## src/rtl/ring_pkg.sv

```systemverilog
// Shared types and helpers for one-hot ring counter consumers.
// Helpers work on a zero-extended word so any ring width up to RING_MAX_N can reuse them.
package ring_pkg;

  localparam int RING_MAX_N = 64;
  localparam int RING_IDX_W = 6;

  typedef logic [RING_MAX_N-1:0] ring_word_t;

  typedef enum logic [1:0] {
    UNLOCKED = 2'd0,
    ACQUIRE  = 2'd1,
    LOCKED   = 2'd2
  } ring_state_t;

  typedef struct packed {
    logic                  legal;
    logic [RING_IDX_W-1:0] idx;
  } ring_onehot_t;

  // Rotate the low n bits of value by one place; bits at and above n come back as 0.
  function automatic ring_word_t ring_rotate(input ring_word_t value, input int n,
                                             input logic dir_right);
    ring_word_t rot;
    rot = '0;
    for (int i = 0; i < RING_MAX_N; i++) begin
      if (i >= n) begin
        rot[i] = 1'b0;
      end else if (dir_right) begin
        rot[i] = (i == n - 1) ? value[0] : value[(i + 1) % RING_MAX_N];
      end else begin
        rot[i] = (i == 0) ? value[n - 1] : value[(i + RING_MAX_N - 1) % RING_MAX_N];
      end
    end
    return rot;
  endfunction

  function automatic ring_onehot_t onehot_index(input ring_word_t value, input int n);
    ring_onehot_t res;
    int           ones;
    res  = '0;
    ones = 0;
    for (int i = 0; i < RING_MAX_N; i++) begin
      if (i < n && value[i]) begin
        ones++;
        res.idx = RING_IDX_W'(i);
      end else begin
        ones = ones;
      end
    end
    res.legal = (ones == 1);
    if (!res.legal) begin
      res.idx = '0;
    end else begin
      res.idx = res.idx;
    end
    return res;
  endfunction

endpackage

```

## src/rtl/ring_onehot_decode.sv

```systemverilog
// Combinational one-hot legality check and hot-bit index decode for an N-bit ring.
module ring_onehot_decode
  import ring_pkg::*;
#(
  parameter int N  = 3,
  parameter int IW = (N > 2) ? $clog2(N) : 1
) (
  input  logic [N-1:0]  value,
  output logic [IW-1:0] idx,
  output logic          legal
);

  ring_onehot_t dec_s;
  logic         unused_idx_bits_s;

  // Decode through the shared helper; idx is 0 whenever the value is not one-hot.
  always_comb begin
    dec_s = onehot_index(ring_word_t'(value), N);
    idx   = dec_s.idx[IW-1:0];
    legal = dec_s.legal;
  end

  assign unused_idx_bits_s = ^dec_s.idx;

endmodule

```

## src/rtl/ring_monitor.sv

```systemverilog
// Receive-side checker for one-hot rotating ring counters: acquires lock on
// consecutive correct rotations, then counts errors and completed revolutions.
module ring_monitor
  import ring_pkg::*;
#(
  parameter int N         = 3,
  parameter bit DIR_RIGHT = 1'b1,
  parameter int LOCK_CNT  = 2,
  parameter int ERR_W     = 8,
  parameter int REV_W     = 8,
  localparam int IW       = (N > 2) ? $clog2(N) : 1
) (
  input  logic             clk,
  input  logic             reset,
  input  logic [N-1:0]     ring_in,
  input  logic             ring_vld,
  output logic [IW-1:0]    idx,
  output logic             onehot_ok,
  output logic             locked,
  output logic             err_pulse,
  output logic [ERR_W-1:0] err_cnt,
  output logic             rev_pulse,
  output logic [REV_W-1:0] rev_cnt
);

  localparam int GW = $clog2(LOCK_CNT + 1);

  ring_state_t   state_r;
  logic [N-1:0]  prev_r;
  logic [GW-1:0] good_cnt_r;

  logic [IW-1:0] dec_idx_s;
  logic          legal_s;
  logic          match_s;
  logic [N-1:0]  expected_s;
  ring_word_t    rot_word_s;
  logic          unused_rot_bits_s;

  ring_onehot_decode #(.N(N), .IW(IW)) u_decode (
    .value (ring_in),
    .idx   (dec_idx_s),
    .legal (legal_s)
  );

  // Next value the ring must show if it advanced exactly one step from prev.
  always_comb begin
    rot_word_s = ring_rotate(ring_word_t'(prev_r), N, DIR_RIGHT);
    expected_s = rot_word_s[N-1:0];
    match_s    = (ring_in == expected_s);
  end

  assign unused_rot_bits_s = ^rot_word_s;

  // Lock FSM, sample outputs and counters; pulses clear on any cycle without a check.
  always_ff @(posedge clk) begin
    if (reset) begin
      state_r    <= UNLOCKED;
      prev_r     <= '0;
      good_cnt_r <= '0;
      idx        <= '0;
      onehot_ok  <= 1'b0;
      locked     <= 1'b0;
      err_pulse  <= 1'b0;
      err_cnt    <= '0;
      rev_pulse  <= 1'b0;
      rev_cnt    <= '0;
    end else begin
      err_pulse <= 1'b0;
      rev_pulse <= 1'b0;
      if (ring_vld) begin
        idx       <= dec_idx_s;
        onehot_ok <= legal_s;
        case (state_r)
          UNLOCKED: begin
            if (legal_s) begin
              prev_r     <= ring_in;
              good_cnt_r <= '0;
              state_r    <= ACQUIRE;
            end else begin
              state_r <= UNLOCKED;
            end
          end
          ACQUIRE: begin
            if (match_s) begin
              prev_r     <= ring_in;
              good_cnt_r <= good_cnt_r + GW'(1);
              if (good_cnt_r == GW'(LOCK_CNT - 1)) begin
                state_r <= LOCKED;
                locked  <= 1'b1;
              end else begin
                state_r <= ACQUIRE;
              end
            end else if (legal_s) begin
              prev_r     <= ring_in;
              good_cnt_r <= '0;
            end else begin
              state_r <= UNLOCKED;
            end
          end
          LOCKED: begin
            if (match_s) begin
              prev_r <= ring_in;
              if (ring_in[0]) begin
                rev_pulse <= 1'b1;
                rev_cnt   <= rev_cnt + REV_W'(1);
              end else begin
                rev_pulse <= 1'b0;
              end
            end else begin
              err_pulse  <= 1'b1;
              locked     <= 1'b0;
              good_cnt_r <= '0;
              if (err_cnt != {ERR_W{1'b1}}) begin
                err_cnt <= err_cnt + ERR_W'(1);
              end else begin
                err_cnt <= err_cnt;
              end
              if (legal_s) begin
                prev_r  <= ring_in;
                state_r <= ACQUIRE;
              end else begin
                state_r <= UNLOCKED;
              end
            end
          end
          default: begin
            state_r <= UNLOCKED;
            locked  <= 1'b0;
          end
        endcase
      end else begin
        state_r <= state_r;
      end
    end
  end

endmodule
```

## config.mk

```make
export PLATFORM = sky130hd
export DESIGN_NAME = ring_monitor
export DESIGN_NICKNAME = d
export VERILOG_FILES = /design/src/rtl/ring_pkg.sv /design/src/rtl/ring_onehot_decode.sv /design/src/rtl/ring_monitor.sv
export SDC_FILE = /design/constraint.sdc
export NUM_CORES = 1
export LEC_CHECK = 0
export ABC_AREA = 1
export BUFFER_PORTS_ARGS = -buffer_cell sky130_fd_sc_hd__buf_4
export CAP_MARGIN = 20
export CELL_PAD_IN_SITES_DETAIL_PLACEMENT = 1
export CELL_PAD_IN_SITES_GLOBAL_PLACEMENT = 1
export CORE_MARGIN = 2
export CORE_UTILIZATION = 36
export DETAILED_ROUTE_END_ITERATION = 12
export PLACE_DENSITY = 0.73
export SLEW_MARGIN = 20
export SYNTH_ARGS = -nofsm -noshare
export SYNTH_HDL_FRONTEND = slang
export SYNTH_SLANG_ARGS = --single-unit
export TNS_END_PERCENT = 30
```

## constraint.sdc

```tcl
create_clock -name clk -period 1.6 [get_ports clk]
set_clock_uncertainty 0.2 [all_clocks]
set_input_delay 0.24 -clock clk [delete_from_list [all_inputs] [get_ports clk]]
set_output_delay 0.24 -clock clk [all_outputs]
set_load 0.02 [all_outputs]
```

# After elaboration in Yosys (flattened, before gate mapping)
# Index checks and enable logic that the tools add are counted.
[word_totals]
latchBits = 0
reg_bits = 29
ram_bits = 0
n_memories = 0
out_inout_bits = 22
wordCells = 66
rom_bits = 0
inputBits = 6
[classes]
muxes = 25
reduce_logical = 12
eq_ne = 10
magnitude_cmp = 0
bitwise_logic = 4
n_addsub = 5
div = 0
shift = 0
n_mul = 0
[op_table]
columns = ["cell", "count"]
rows = [
  ["adder 32 x 2 -> 32 bit (second input constant)", 2],
  ["2-to-1 mux 32 bit", 2],
  ["== test 32 x 2 -> 1 bit (second input constant)", 1],
  ["2-to-1 mux 2 bit", 9],
  ["adder 8 x 1 -> 8 bit (second input constant)", 2],
  ["case mux 2 bit (3 select lines)", 2],
  ["2-to-1 mux 1 bit", 8],
  ["!= test 8 bit (second input constant)", 1],
  ["AND reduction 4 bit", 2],
  ["2-to-1 mux 3 bit", 2],
  ["!= test 2 bit (second input constant)", 3],
  ["case mux 3 bit (2 select lines)", 1],
  ["AND reduction 3 bit", 2],
  ["AND reduction 5 bit", 1],
  ["== test 2 x 1 -> 1 bit (second input constant)", 2],
  ["NOT 1 bit", 4],
  ["OR reduction 4 bit", 1],
  ["== test 3 bit", 1],
  ["!= test 3 bit (second input constant)", 1],
  ["case mux 1 bit (3 select lines)", 1],
  ["nonzero test 3 bit", 1],
  ["OR reduction 3 bit", 1],
  ["adder 2 x 1 -> 2 bit (second input constant)", 1],
  ["== test 2 bit (second input constant)", 1],
  ["4 further kinds", 4],
]

# Depth between registers and ports, before layout
[logic_depth]
depth_word = 9
depth_mapped = 10

# Hierarchy
# A second synthesis with hierarchy kept.
[unflattened]
cells_unflattened = 240
hier_area_um2 = 1696.6
[modules_own_cells]
columns = ["mod", "area_each_um2", "instances", "seq_area_each_um2", "cells_per_inst"]
rows = [
  ["ring_monitor", 1612.8, 1, 580.6, 227],
  ["ring_onehot_decode", 83.8, 1, 0.0, 13],
]

# Least setup slack after synthesis
# OpenSTA, ideal clock, no wires.
[synth_path]
kind = "reg-to-reg"
startpoint = "register err_cnt[1]"
endpoint = "register err_cnt[5]"
t_required_ps = 1329
t_arrival_ps = 1498
synth_period_minus_slack_ps = 1769
stages_incl_launch_ff = 9
n_path_buf = 1
path_slack_ps = -169
path_cell_list = "dfxtp_1 > ha_1 > nand3_1 > nor2_2 > nand3_1 > nand3_2 > buf_6 > nand2_1 > a21oi_1"
[synth_via]
elab_chain_cells = 2
word_cells_on_any_way = 3
cone_classes = "add/sub (1); eq/ne (1); reduce/logical (1)"
[synth_rtl]
columns = ["item", "line", "rtl"]
rows = [
  ["start, declared", "ring_monitor.sv:21", "output logic [ERR_W-1:0] err_cnt,"],
  ["start signal, assigned", "ring_monitor.sv:114", "err_cnt <= err_cnt + ERR_W'(1);"],
  ["start signal, assigned", "ring_monitor.sv:116", "err_cnt <= err_cnt;"],
  ["parallel branches: the longest is 2 deep, another holds adder 8 x 1 -> 8 bit", "-", ""],
]
# Parallel ways; which one is timed is not known.
# A chain may end at the register's enable or synchronous reset.

# Worst setup path in the final report
[layout_path]
startpoint = "register state_r[0]"
endpoint = "register good_cnt_r[1]"
[layout_via]
elab_chain_cells = 3
word_cells_on_any_way = 7
cone_classes = "eq/ne (3); mux (1); reduce/logical (3)"
[layout_rtl]
columns = ["item", "line", "rtl"]
rows = [
  ["start, declared", "ring_monitor.sv:28", "ring_state_t state_r;"],
  ["start signal, assigned", "ring_monitor.sv:132", "state_r <= state_r;"],
  ["== test 2 bit, or another cell as far along", "ring_monitor.sv:73", "case (state_r)"],
  ["!= test 2 bit (no line) or nonzero test 3 bit (tied branches)", "-", ""],
  ["AND reduction 3 bit (no line)", "-", ""],
  ["end signal, assigned", "ring_monitor.sv:86", "good_cnt_r <= good_cnt_r + GW'(1);"],
  ["end, declared", "ring_monitor.sv:30", "logic [GW-1:0] good_cnt_r;"],
]
# Parallel ways exist; a longest one is shown, timed or not.

==> flow_metrics.tcl <==
set metrics [dict create \
    p_leak_nw 1.06 \
    fin_nets 302 \
    max_freq_mhz 587 \
    antenna_found_initial 0 \
    clk_pin_slew_ns 0.07 \
    first_pass_iters 4 \
    cts.hold.buffers_added 0 \
    fin_util_pct 54.6 \
    cts_buffers 5 \
    critPathCaptureType "flip-flop" \
    dp_hpwl_um 3400 \
    rrSetupSlack_ns -0.10 \
    cts_htree_levels 2 \
    rsz0062_at_grt "yes" \
    clockBufferDepth 2 \
    ys_ff_latch 29 \
    cp_data_required_time_ns 1.63 \
    place_ws_ns -0.169 \
    holdPathEnd "idx[1]$_SDFFE_PP0P_" \
    hold_path.class "input port to flip-flop" \
    drv_slew 0 \
    start_util_pct 37.6 \
    reg2reg_from "state_r[0]$_SDFFE_PP0P_" \
    hold_ws_ns 0.0197 \
    worst_r2r_path_depth 7 \
    postRouteAntennaNets 0 \
    grt_max_degree 18 \
    finalSetupViolCount 5 \
    hold_depth 2 \
    gr-usage-met1_pct 25.4 \
    timing.setup.tns_ns -0.250 \
    io_pins 28 \
    cts_root_buf "clkbuf_8" \
    drc_errors 0 \
    use_met2_pct 34.2 \
    num-fill-cells 540 \
    dp_cells 327 \
    die_y_um 71.4 \
    detail_route.wl_per_cell_um 14.6 \
    netlist_instances 229 \
    violations "setup timing" \
    row_count 24 \
    cp_max_fo 3 \
    viasPerCell 5.01 \
    grt_overflow 0 \
    clk_latency_ns 0.29 \
    synthDistinctLibCells 28 \
    avgSynthCellArea_um2 7.14 \
    yosysWarnings 0 \
    track_usage_pct 20.3 \
    slew_headroom_pct 69.0 \
    fp.coreArea_um2 4350 \
    yosysSeqAreaShare_pct 35.5 \
    clock-sinks 29 \
    min_from "ring_vld" \
    synthToLayoutAreaGrowth_pct 45.4 \
    grt_busiest_layer "met2" \
    period_share_pct 106 \
    diodes 0 \
    via_count 1699 \
    grt_pass1_vias 1749 \
    cp-start-kind "flip-flop" \
    status "finished with violations" \
    tightest_slew_ns 0.464 \
    power_density_nw_per_um2 737 \
    drive_gt1_share_pct 38.0 \
    final_hold_viol_count 0 \
    netlist_area_um2 1640 \
    grt_pass1_wl_um 8130 \
    layoutNonFillerInstCount 339 \
    place_congestion 0.914 \
    dieWidth_um 71.4 \
    drt_iter0_drc 52 \
    fin_ws_ns -0.103 \
    cp.arrival_ns 1.73 \
    drt-total-wl_um 4960 \
    vdd_drop_max_uv 420 \
    cap_viol_max_count 0 \
    io_buffers 27 \
    die-area_um2 5100 \
    grt_use_met3_pct 4.50 \
    critPathKind "flip-flop to flip-flop" \
    r2r-end "good_cnt_r[1]$_SDFFE_PP0P_" \
    min_period_ns 1.70 \
    synth_nets 245 \
    cts_tree "built" \
]
[worst max-delay path, cell delays in order (launching register included)]
cell,delay (ns)
dfxtp_2,0.38
inv_4,0.06
ha_4,0.27
nand4_1,0.18
buf_4,0.23
a21oi_2,0.13
nand2_1,0.08
a21oi_2,0.11
[power breakdown]
part           internal [mW]  switching (mW)  total, mW
Clock                  0.399           0.298      0.696
Sequential             0.736          0.0178      0.754
Combinational          0.124           0.178      0.302
[stage by stage]
step	total power [mW]	cell area (µm²)
after floorplan	0.908	1660
after global placement	1.00	2080
after detailed placement	1.01	2080
after CTS	1.74	2260
after global routing	1.85	2380
final	1.75	2380
[layout make-up]
| type | instances | area (µm²) | share of cell area, % |
|---|---|---|---|
| inverter | 29 | 121 | 5.11 |
| multi-input combinational | 168 | 1080 | 45.6 |
| tap | 52 | 65.1 | 2.74 |
| sequential | 29 | 598 | 25.2 |
| timing repair buffer | 53 | 405 | 17.1 |
| clock buffer | 7 | 97.6 | 4.11 |
| clock inverter | 1 | 5.00 | 0.211 |
[Yosys cell counts]
master     n  area [µm²]
nand3b_1   1        7.51
xnor2_2    1        16.3
nor4_1     1        6.26
nand3_2    2        20.0
nor2_2     1        6.26
ha_1      10         125
nand3_4    1        17.5
nand2_2    2        12.5
dfxtp_1   29         581
nand4_1   10        62.6
inv_1     26        97.6
clkbuf_1   3        11.3
xnor2_1    2        17.5
nor2_4     1        11.3
nor2_1    24        90.1
nor3_1     5        25.0
o21ai_1    3        15.0
nand2_4    1        11.3
clkinv_4   1        8.76
nand3_1   14        70.1
a21oi_1   19        95.1
xor2_1     7        61.3
nand2_1   55         206
a21oi_2    1        8.76
o21ai_0    5        25.0
inv_2      2        7.51
buf_6      1        11.3
o211ai_1   1        7.51
[layout by cell type (no fill, tap or decap), types with 3 or more instances in the layout]
master / n
nand4_1: 10
a21oi_2: 3
xor2_1: 7
buf_4: 51
dfxtp_4: 4
a21oi_1: 17
clkbuf_8: 5
inv_1: 22
nand3_2: 6
nor2_4: 3
inv_4: 3
nand2_1: 50
nor3_1: 4
nor2_1: 16
inv_2: 3
ha_4: 3
o21ai_1: 6
ha_1: 7
nor2_2: 7
nand3_4: 3
nand3_1: 9
dfxtp_1: 23
nand2_2: 6
[routing by layer]
layer,vias to the layer above,part of all wire [%],wire length (µm)
met5,-,0,0
met1,806,46,2280
li1,861,-,-
met3,8,2.3,112
met2,24,50,2490
met4,0,1.6,81
[sequential cells by signal, summed over array words and instances (netlist names)]
signal and cells:
err_cnt 8, prev_r 3, err_pulse 1, good_cnt_r 2, state_r 2, rev_pulse 1
rev_cnt 8, idx 2, onehot_ok 1, locked 1
[kinds of logic after synthesis]
| kind of cell | count (synthesis) | share of synthesized area [%] |
|---|---|---|
| compound gates | 29 | 9.26 |
| xor+xnor | 10 | 5.82 |
| fa+ha+maj | 10 | 7.65 |
| buf+inv | 33 | 8.34 |
| flops | 29 | 35.5 |
| simple gates | 118 | 33.4 |
[how the worst max path moves through the flow]
stage / startpoint / endpoint / depth (start not counted)
CTS: state_r[0]$_SDFFE_PP0P_ / state_r[0]$_SDFFE_PP0P_ / 9
global placement: ring_in[0] / prev_r[0]$_SDFFE_PP0P_ / 11
global route: state_r[1]$_SDFFE_PP0P_ / good_cnt_r[1]$_SDFFE_PP0P_ / 7
floorplan: err_cnt[5]$_SDFFE_PP0P_ / err_cnt[6]$_SDFFE_PP0P_ / 7
detailed placement: ring_in[0] / prev_r[1]$_SDFFE_PP0P_ / 11
finish: state_r[0]$_SDFFE_PP0P_ / good_cnt_r[1]$_SDFFE_PP0P_ / 7
[repair_timing]
action                                  CTS  global route
setup buffers                             2             1
endpoints found under the setup margin   13            21
hold endpoints to repair                  0             0
gates cloned                              0             1
pin swaps                                 8            12
resized for setup                        18            30
(Power assumes the default switching activity.)
